## src/rtl/dmem_arbiter_pkg.sv

```systemverilog
// Shared definitions for the two-port data-memory arbiter: FSM states,
// sign_mask codes understood by the data memory, and the ack timeout default.
package dmem_arbiter_pkg;

    typedef enum logic [2:0] {
        ST_IDLE      = 3'd0,
        ST_ISSUE     = 3'd1,
        ST_WAIT_ACK  = 3'd2,
        ST_WAIT_DONE = 3'd3,
        ST_RESP      = 3'd4
    } state_t;

    localparam int ACK_TIMEOUT_DEFAULT = 4;

    localparam logic [3:0] SM_WORD   = 4'b0000;
    localparam logic [3:0] SM_HALF   = 4'b0010;
    localparam logic [3:0] SM_BYTE   = 4'b0100;
    localparam logic [3:0] SM_HALF_U = 4'b1010;
    localparam logic [3:0] SM_BYTE_U = 4'b1100;

endpackage

```

## src/rtl/dmem_arbiter_rr_arb2.sv

```systemverilog
// Two-requester grant selection: round-robin against the last grant, or
// strict port-0 priority when FIXED_PRIO is non-zero. Purely combinational.
module rr_arb2 #(
    parameter int FIXED_PRIO = 0
) (
    input  logic [1:0] req,
    input  logic       last_grant,
    output logic       valid,
    output logic       grant
);

    always_comb begin
        // NOTE: every output gets a default first so no path can infer a latch.
        valid = |req;
        grant = 1'b0;
        if (req == 2'b11) begin
            grant = (FIXED_PRIO != 0) ? 1'b0 : ~last_grant;
        end else begin
            grant = req[1];
        end
    end

endmodule

```

## src/rtl/dmem_arbiter.sv

```systemverilog
// Arbitrates a CPU port and a loader/debug port onto one stalling data
// memory: latch the winner, strobe one command, wait for the stall handshake.
module dmem_arbiter
    import dmem_arbiter_pkg::*;
#(
    parameter int ACK_TIMEOUT = ACK_TIMEOUT_DEFAULT,
    parameter int FIXED_PRIO  = 0
) (
    input  logic        clk,
    input  logic        rst_n,
    input  logic        p0_req,
    input  logic        p0_we,
    input  logic [31:0] p0_addr,
    input  logic [31:0] p0_wdata,
    input  logic [3:0]  p0_mask,
    output logic [31:0] p0_rdata,
    output logic        p0_done,
    output logic        p0_err,
    input  logic        p1_req,
    input  logic        p1_we,
    input  logic [31:0] p1_addr,
    input  logic [31:0] p1_wdata,
    input  logic [3:0]  p1_mask,
    output logic [31:0] p1_rdata,
    output logic        p1_done,
    output logic        p1_err,
    output logic [31:0] mem_addr,
    output logic [31:0] mem_wdata,
    output logic [3:0]  mem_sign_mask,
    output logic        mem_memread,
    output logic        mem_memwrite,
    input  logic [31:0] mem_read_data,
    input  logic        mem_stall,
    output logic        busy
);

    localparam int CNT_W = $clog2(ACK_TIMEOUT + 1) + 1;

    state_t           state;
    logic             last_grant;
    logic             grant;
    logic             lat_we;
    logic [CNT_W-1:0] ack_cnt;

    logic             arb_valid;
    logic             arb_grant;
    logic             sel_we;
    logic [31:0]      sel_addr;
    logic [31:0]      sel_wdata;
    logic [3:0]       sel_mask;

    rr_arb2 #(.FIXED_PRIO(FIXED_PRIO)) u_arb (
        .req        ({p1_req, p0_req}),
        .last_grant (last_grant),
        .valid      (arb_valid),
        .grant      (arb_grant)
    );

    assign sel_we    = arb_grant ? p1_we    : p0_we;
    assign sel_addr  = arb_grant ? p1_addr  : p0_addr;
    assign sel_wdata = arb_grant ? p1_wdata : p0_wdata;
    assign sel_mask  = arb_grant ? p1_mask  : p0_mask;

    always_ff @(posedge clk or negedge rst_n) begin
        if (!rst_n) begin
            state         <= ST_IDLE;
            last_grant    <= 1'b1;
            grant         <= 1'b0;
            lat_we        <= 1'b0;
            ack_cnt       <= '0;
            mem_addr      <= '0;
            mem_wdata     <= '0;
            mem_sign_mask <= '0;
            mem_memread   <= 1'b0;
            mem_memwrite  <= 1'b0;
            p0_rdata      <= '0;
            p1_rdata      <= '0;
            p0_done       <= 1'b0;
            p1_done       <= 1'b0;
            p0_err        <= 1'b0;
            p1_err        <= 1'b0;
            busy          <= 1'b0;
        end else begin
            // NOTE: non-blocking defaults make strobes and done/err single-cycle pulses.
            mem_memread  <= 1'b0;
            mem_memwrite <= 1'b0;
            p0_done      <= 1'b0;
            p1_done      <= 1'b0;
            p0_err       <= 1'b0;
            p1_err       <= 1'b0;

            case (state)
                ST_IDLE: begin
                    // A memory still busy from elsewhere must settle before we issue.
                    if (arb_valid && !mem_stall) begin
                        grant         <= arb_grant;
                        last_grant    <= arb_grant;
                        lat_we        <= sel_we;
                        mem_addr      <= sel_addr;
                        mem_wdata     <= sel_wdata;
                        mem_sign_mask <= sel_mask;
                        mem_memread   <= ~sel_we;
                        mem_memwrite  <= sel_we;
                        ack_cnt       <= '0;
                        busy          <= 1'b1;
                        state         <= ST_ISSUE;
                    end
                end
                ST_ISSUE: begin
                    state <= ST_WAIT_ACK;
                end
                ST_WAIT_ACK: begin
                    if (mem_stall) begin
                        state <= ST_WAIT_DONE;
                    end else if (ack_cnt == CNT_W'(ACK_TIMEOUT)) begin
                        p0_done <= ~grant;
                        p1_done <= grant;
                        p0_err  <= ~grant;
                        p1_err  <= grant;
                        state   <= ST_RESP;
                    end else begin
                        ack_cnt <= ack_cnt + 1'b1;
                    end
                end
                ST_WAIT_DONE: begin
                    if (!mem_stall) begin
                        if (!lat_we) begin
                            if (grant) p1_rdata <= mem_read_data;
                            else       p0_rdata <= mem_read_data;
                        end
                        p0_done <= ~grant;
                        p1_done <= grant;
                        state   <= ST_RESP;
                    end
                end
                ST_RESP: begin
                    busy  <= 1'b0;
                    state <= ST_IDLE;
                end
                default: state <= ST_IDLE;
            endcase
        end
    end

endmodule

```

## config.mk

```make
export PLATFORM = sky130hd
export DESIGN_NAME = dmem_arbiter
export DESIGN_NICKNAME = d
export VERILOG_FILES = /design/src/rtl/dmem_arbiter_pkg.sv /design/src/rtl/dmem_arbiter_rr_arb2.sv /design/src/rtl/dmem_arbiter.sv
export SDC_FILE = /design/constraint.sdc
export NUM_CORES = 1
export LEC_CHECK = 0
export BUFFER_PORTS_ARGS = -buffer_cell sky130_fd_sc_hd__buf_2
export CORE_UTILIZATION = 42
export DETAILED_ROUTE_END_ITERATION = 10
export GPL_ROUTABILITY_DRIVEN = 1
export GPL_TIMING_DRIVEN = 1
export PLACE_DENSITY = 0.8
export SLEW_MARGIN = 25
export SYNTH_ARGS = -nofsm -noshare
export SYNTH_HDL_FRONTEND = slang
export SYNTH_HIERARCHICAL = 1
export SYNTH_SLANG_ARGS = --single-unit
```

## constraint.sdc

```tcl
create_clock -name clk -period 1.9 [get_ports clk]
set_clock_uncertainty 0.1 [all_clocks]
set_input_delay 0.38 -clock clk [delete_from_list [all_inputs] [get_ports clk]]
set_output_delay 0.38 -clock clk [all_outputs]
set_load 0.01 [all_outputs]
```

**Word-level counts from Yosys, hierarchy flattened**

Cells that the tools add are included.

- Add/subtract/negate cells: 1
- Equality and inequality tests: 11
- Mux-type cells: 30
- Bitwise logic cells: 5
- Reductions and logical operators: 12

Operators by type and width:

| cell | number |
|---|---|
| $mux W32 | 2 |
| $mux W4 | 4 |
| $mux W1 | 15 |
| $mux W3 | 4 |
| $pmux W3 S4 | 1 |
| $reduce_and A4 Y1 | 3 |
| $ne A2 B2 Y1 const B | 4 |
| $pmux W4 S2 | 1 |
| $eq A3 B2 Y1 const B | 2 |
| $pmux W1 S2 | 3 |
| $not A1 Y1 | 5 |
| $add A4 B1 Y4 const B | 1 |
| $eq A4 B3 Y1 const B | 1 |
| $reduce_and A2 Y1 | 2 |
| $reduce_bool A2 Y1 | 2 |
| $eq A3 B1 Y1 const B | 1 |
| $eq A3 B3 Y1 const B | 1 |
| $logic_not A3 Y1 | 1 |
| $ne A3 B3 Y1 const B | 1 |
| $reduce_and A3 Y1 | 1 |
| $eq A2 B2 Y1 const B | 1 |
| $reduce_or A2 Y1 | 1 |
| $logic_and A1 B1 Y1 | 1 |
| $logic_not A1 Y1 | 1 |

- Register bits after elaboration: 149
- Output and inout port bits: 139
- Word-level logic and storage cells: 76

**Longest topological paths before layout**

- Word-level depth: 6
- Gate-level depth with buffers: 6

**Modules after synthesis**

Netlist, hierarchy kept.

By module, submodules not included:

| module | instances | cells an instance | area each (µm²) | sequential area each (µm²) |
|---|---|---|---|---|
| dmem_arbiter | 1 | 424 | 6602.6 | 3729.8 |
| rr_arb2 | 1 | 2 | 13.8 | 0.0 |

**Worst setup path before layout**

Ideal clock, no wire load.

- Kind: reg2reg
- Start: register state[2]
- End: register p1_rdata[10]
- Setup time: 125 ps
- Data arrival time: 1794 ps
- Slack: -119 ps
- Cell stages (with the launch flop): 7
- Buffers on the path: 3
- Period minus slack after synthesis: 2019 ps
- Cells stage by stage: dfrtp_1 > or2_1 > buf_6 > or4_4 > buf_6 > buf_12 > mux2_4

- Cells in the longest elaborated chain, start to end: 2

Ends and longest elaborated chain:

| what | RTL line | text |
|---|---|---|
| start, declared | dmem_arbiter.sv:39 | `state_t state;` |
| start signal, assigned | dmem_arbiter.sv:66 | `state <= ST_IDLE;` |
| start signal, assigned | dmem_arbiter.sv:106 | `state <= ST_ISSUE;` |
| start signal, assigned | dmem_arbiter.sv:110 | `state <= ST_WAIT_ACK;` |
| $eq A3 B2 Y1 | dmem_arbiter.sv:92 | `case (state)` |
| $reduce_and A4 Y1 (no line) | n/a |  |
| end signal, assigned | dmem_arbiter.sv:128 | `if (grant) p1_rdata <= mem_read_data;` |
| end, declared | dmem_arbiter.sv:24 | `output logic [31:0] p1_rdata,` |

No other way between the ends.
A chain may end at the register's enable or synchronous reset.

**Worst setup path after layout**

- Start: register state[2]
- End: register p1_rdata[22]

Same word-level chain as after synthesis.

==> impl_metrics.csv <==
group,metric,value,unit
clocking,clk_path_buf_depth,2,
yosys,synth.area.top_cells,"dfrtp_1 (56%), mux2_2 (29%), mux2_4 (6.8%)",
worst_setup_path,critPathLaunch,"state[2]",
place,placed_cell_area,0.00870,mm²
detailed_routing,vias,4726,
grt,grt_pass1_wl,24600,µm
timing,slew_violations,0,
worst_setup_path,start_kind,"register",
timing,timing.slew.headroom,76.7,%
floorplan,placementRows,45,
yosys,synth_most_common_cell,"mux2_2",
min_path,holdPathStages,2,
grt,grt_overflow_total,0,
timing,hold_viol_final,0,
worst_setup_path,regToRegStartpoint,"state[2]",
yosys,synthesis.nets,603,
place,portBuffers,313,
yosys,yosysTopAreaCellShare,56.0,%
min_path,hp-start,"mem_read_data[3]",
worst_setup_path,critPathRequiredTime,2.09,ns
worst_setup_path,worstPathMaxFanout,16,
timing,setup_viol,0,
outcome,status,"completed",
floorplan,coreArea,0.0153,mm²
worst_setup_path,worstRegToRegCells,4,
timing,worst_pin_slew,0.346,ns
detailed_routing,drt_iter0_drc,152,
grt,track_usage,19.7,%
yosys,yosysWarningCount,6,
finish,area_growth_syn_to_layout,41.1,%
power_and_ir_drop,p_total,0.0144,W
timing,fmax,530,MHz
yosys,synth.distinct_cells,33,
yosys,synthTopCellsByCount,"mux2_2 (172), dfrtp_1 (148), mux2_4 (30)",
clocking,cts_tree,"yes",
detailed_routing,drtPass1Iterations,4,
floorplan,die-area,0.0163,mm²
detailed_routing,route.detailed.drc,0,
grt,grt_pass1_vias,4752,
worst_setup_path,rr_endpoint,"p1_rdata[22]",
yosys,synth_edf_count,0,
detailed_routing,via_per_inst,4.76,
timing,timing.final.ws_setup,0.0143,ns
timing,hold_slack,0.104,ns
yosys,syn_inst,426,
yosys,async_reset_ff_share,100,%
timing,finalCriticalPeriod,1.89,ns
detailed_routing,drt-wirelength-per-cell,16.2,µm
yosys,synthesis.area,0.00662,mm²
place,hpwl,12200,µm
clocking,cts_sinks,149,
finish,antenna_cells,0,
yosys,avgSynthCellArea,15.5,µm²
finish,final_util,61.0,%
job,cap_violations,0,
yosys,synth_ff_type,"dfrtp_1",
timing,period_share,99.2,%
power_and_ir_drop,leakagePower,4.77,nW
min_path,hold-path-endpoint,"p1_rdata[3]",
finish,layout.nets,946,
worst_setup_path,reg2reg_setup_slack,0.01,ns
timing,rsz0062_at_grt,"true",
floorplan,die_h,128,µm
clocking,clk_latency,0.41,ns
grt,grt_max_degree,53,
worst_setup_path,worstSetupPathType,"register to register",
clocking,numCtsBuffers,17,
floorplan,initial_core_util,43.2,%
clocking,clk_pin_slew_worst_paths,0.07,ns
floorplan,io-pin-count,314,
finish,stdcell_area,0.00934,mm²
clocking,htreeDepth,4,
grt,antenna_found_initial,0,
detailed_routing,wl,16100,µm
finish,final_layout_size_suffix_gt1_share,75.4,%
clocking,post_cts_buffers,0,
floorplan,die_w,128,µm
worst_setup_path,critPathCaptureType,"register",
clocking,cts_root_buf,"clkbuf_16",
yosys,yosysTopAreaCell,"dfrtp_1",
place,dp_worst_setup_slack,-0.0751,ns
yosys,synth.yosys.seq_area_share,56.4,%
min_path,hold_path.class,"primary input to register",
place,gp_congestion,0.793,
detailed_routing,ant_nets,0,
yosys,synth_seq_cells,149,
power_and_ir_drop,p_per_area,1540,mW/mm²
power_and_ir_drop,vdd_ir_drop_max,0.649,mV
worst_setup_path,critPathArrivalTime,2.08,ns
## layout by cell type (no fill, tap or decap), types with 2 or more instances in the layout
cell        synthesis  layout
buf_12              3       9
buf_4               0      24
inv_6               0       6
nand3_1             3       2
clkbuf_16           0      18
clkinv_2            0       2
mux2_2            172     172
ha_1                2       2
mux2_4             30      30
o21ai_0             3       3
nand2b_1            2       2
nor3_1              6       6
dfrtp_1           148     148
mux2i_1             2       2
a22o_1              2       2
inv_8               0       2
bufinv_16           0       2
clkinvlp_4          0       3
buf_2               9     312
nor2_1              6       6
inv_1               5       5
nand2_1             3       3
## worst max-delay path by stage
stage	cells after the start	to	slack, ns
after detailed placement	5	p1_rdata[22]	-0.08
after floorplan	6	p1_rdata[10]	-0.08
after global routing	4	p1_rdata[4]	-0.02
after global placement	5	p1_rdata[21]	-0.04
after CTS	4	p1_rdata[22]	0.01
final	4	p1_rdata[22]	0.01
## state kept, by name, indices dropped and copies added (netlist names)
name,cells
mem_addr,32
mem_sign_mask,4
grant,1
p0_err,1
mem_wdata,32
p1_done,1
p0_done,1
lat_we,1
mem_memwrite,1
busy,1
state,3
last_grant,1
p1_err,1
p1_rdata,32
p0_rdata,32
ack_cnt,4
mem_memread,1
## layer usage
metal  up-vias  track usage [%]  part of all wire [%]
met5         -                0                 0.037
met4         2             6.16                   1.2
met3        16             6.74                   7.7
met2       208             34.3                    51
met1      2280             22.9                    40
li1       2220                -                     -
## where the power goes
part	leakage [nW]	switching, W	internal [W]
combinational	2.67	0.00246	0.00307
sequential	1.82	0.000788	0.00468
clock	0.285	0.00140	0.00197
total	4.77	0.00465	0.00972
## through the flow
| step | setup TNS, ns | instances |
|---|---|---|
| after global routing | -0.213 | 993 |
| final | 0 | 993 |
| after global placement | -1.05 | 959 |
| after CTS | 0 | 992 |
| after detailed placement | -1.60 | 959 |
| after floorplan | -3.88 | 426 |
## worst max-delay path, cell delays in order, from the launching register on
cell	delay (ns)
dfrtp_1	0.38
or2_4	0.27
or4_4	0.48
buf_16	0.20
mux2_4	0.32
## timing repair
action	4_1_cts	5_1_grt
hold buffers	1	0
resized for setup	0	2
hold endpoints to repair	30	0
endpoints found under the setup margin	0	11
## cells by family after synthesis
| logic type | count (synthesis) | share of synthesized area (%) |
|---|---|---|
| mux | 205 | 36.6 |
| flops | 149 | 56.4 |
| buf+inv | 30 | 2.84 |
| simple gates | 28 | 2.42 |
| compound gates | 11 | 1.30 |
| fa+ha+maj | 2 | 0.378 |
| xor+xnor | 1 | 0.132 |
## cell type report
| class | count | area (µm²) |
|---|---|---|
| clock buffers | 17 | 425 |
| repair buffers | 349 | 2000 |
| clock inverters | 15 | 168 |
| well taps | 211 | 264 |
| fillers | 1235 | 5980 |
| flip-flops and latches | 149 | 3730 |
| multi-input cells | 247 | 2730 |
| inverters | 5 | 18.8 |
No activity file was read; power rests on OpenSTA's default activity.
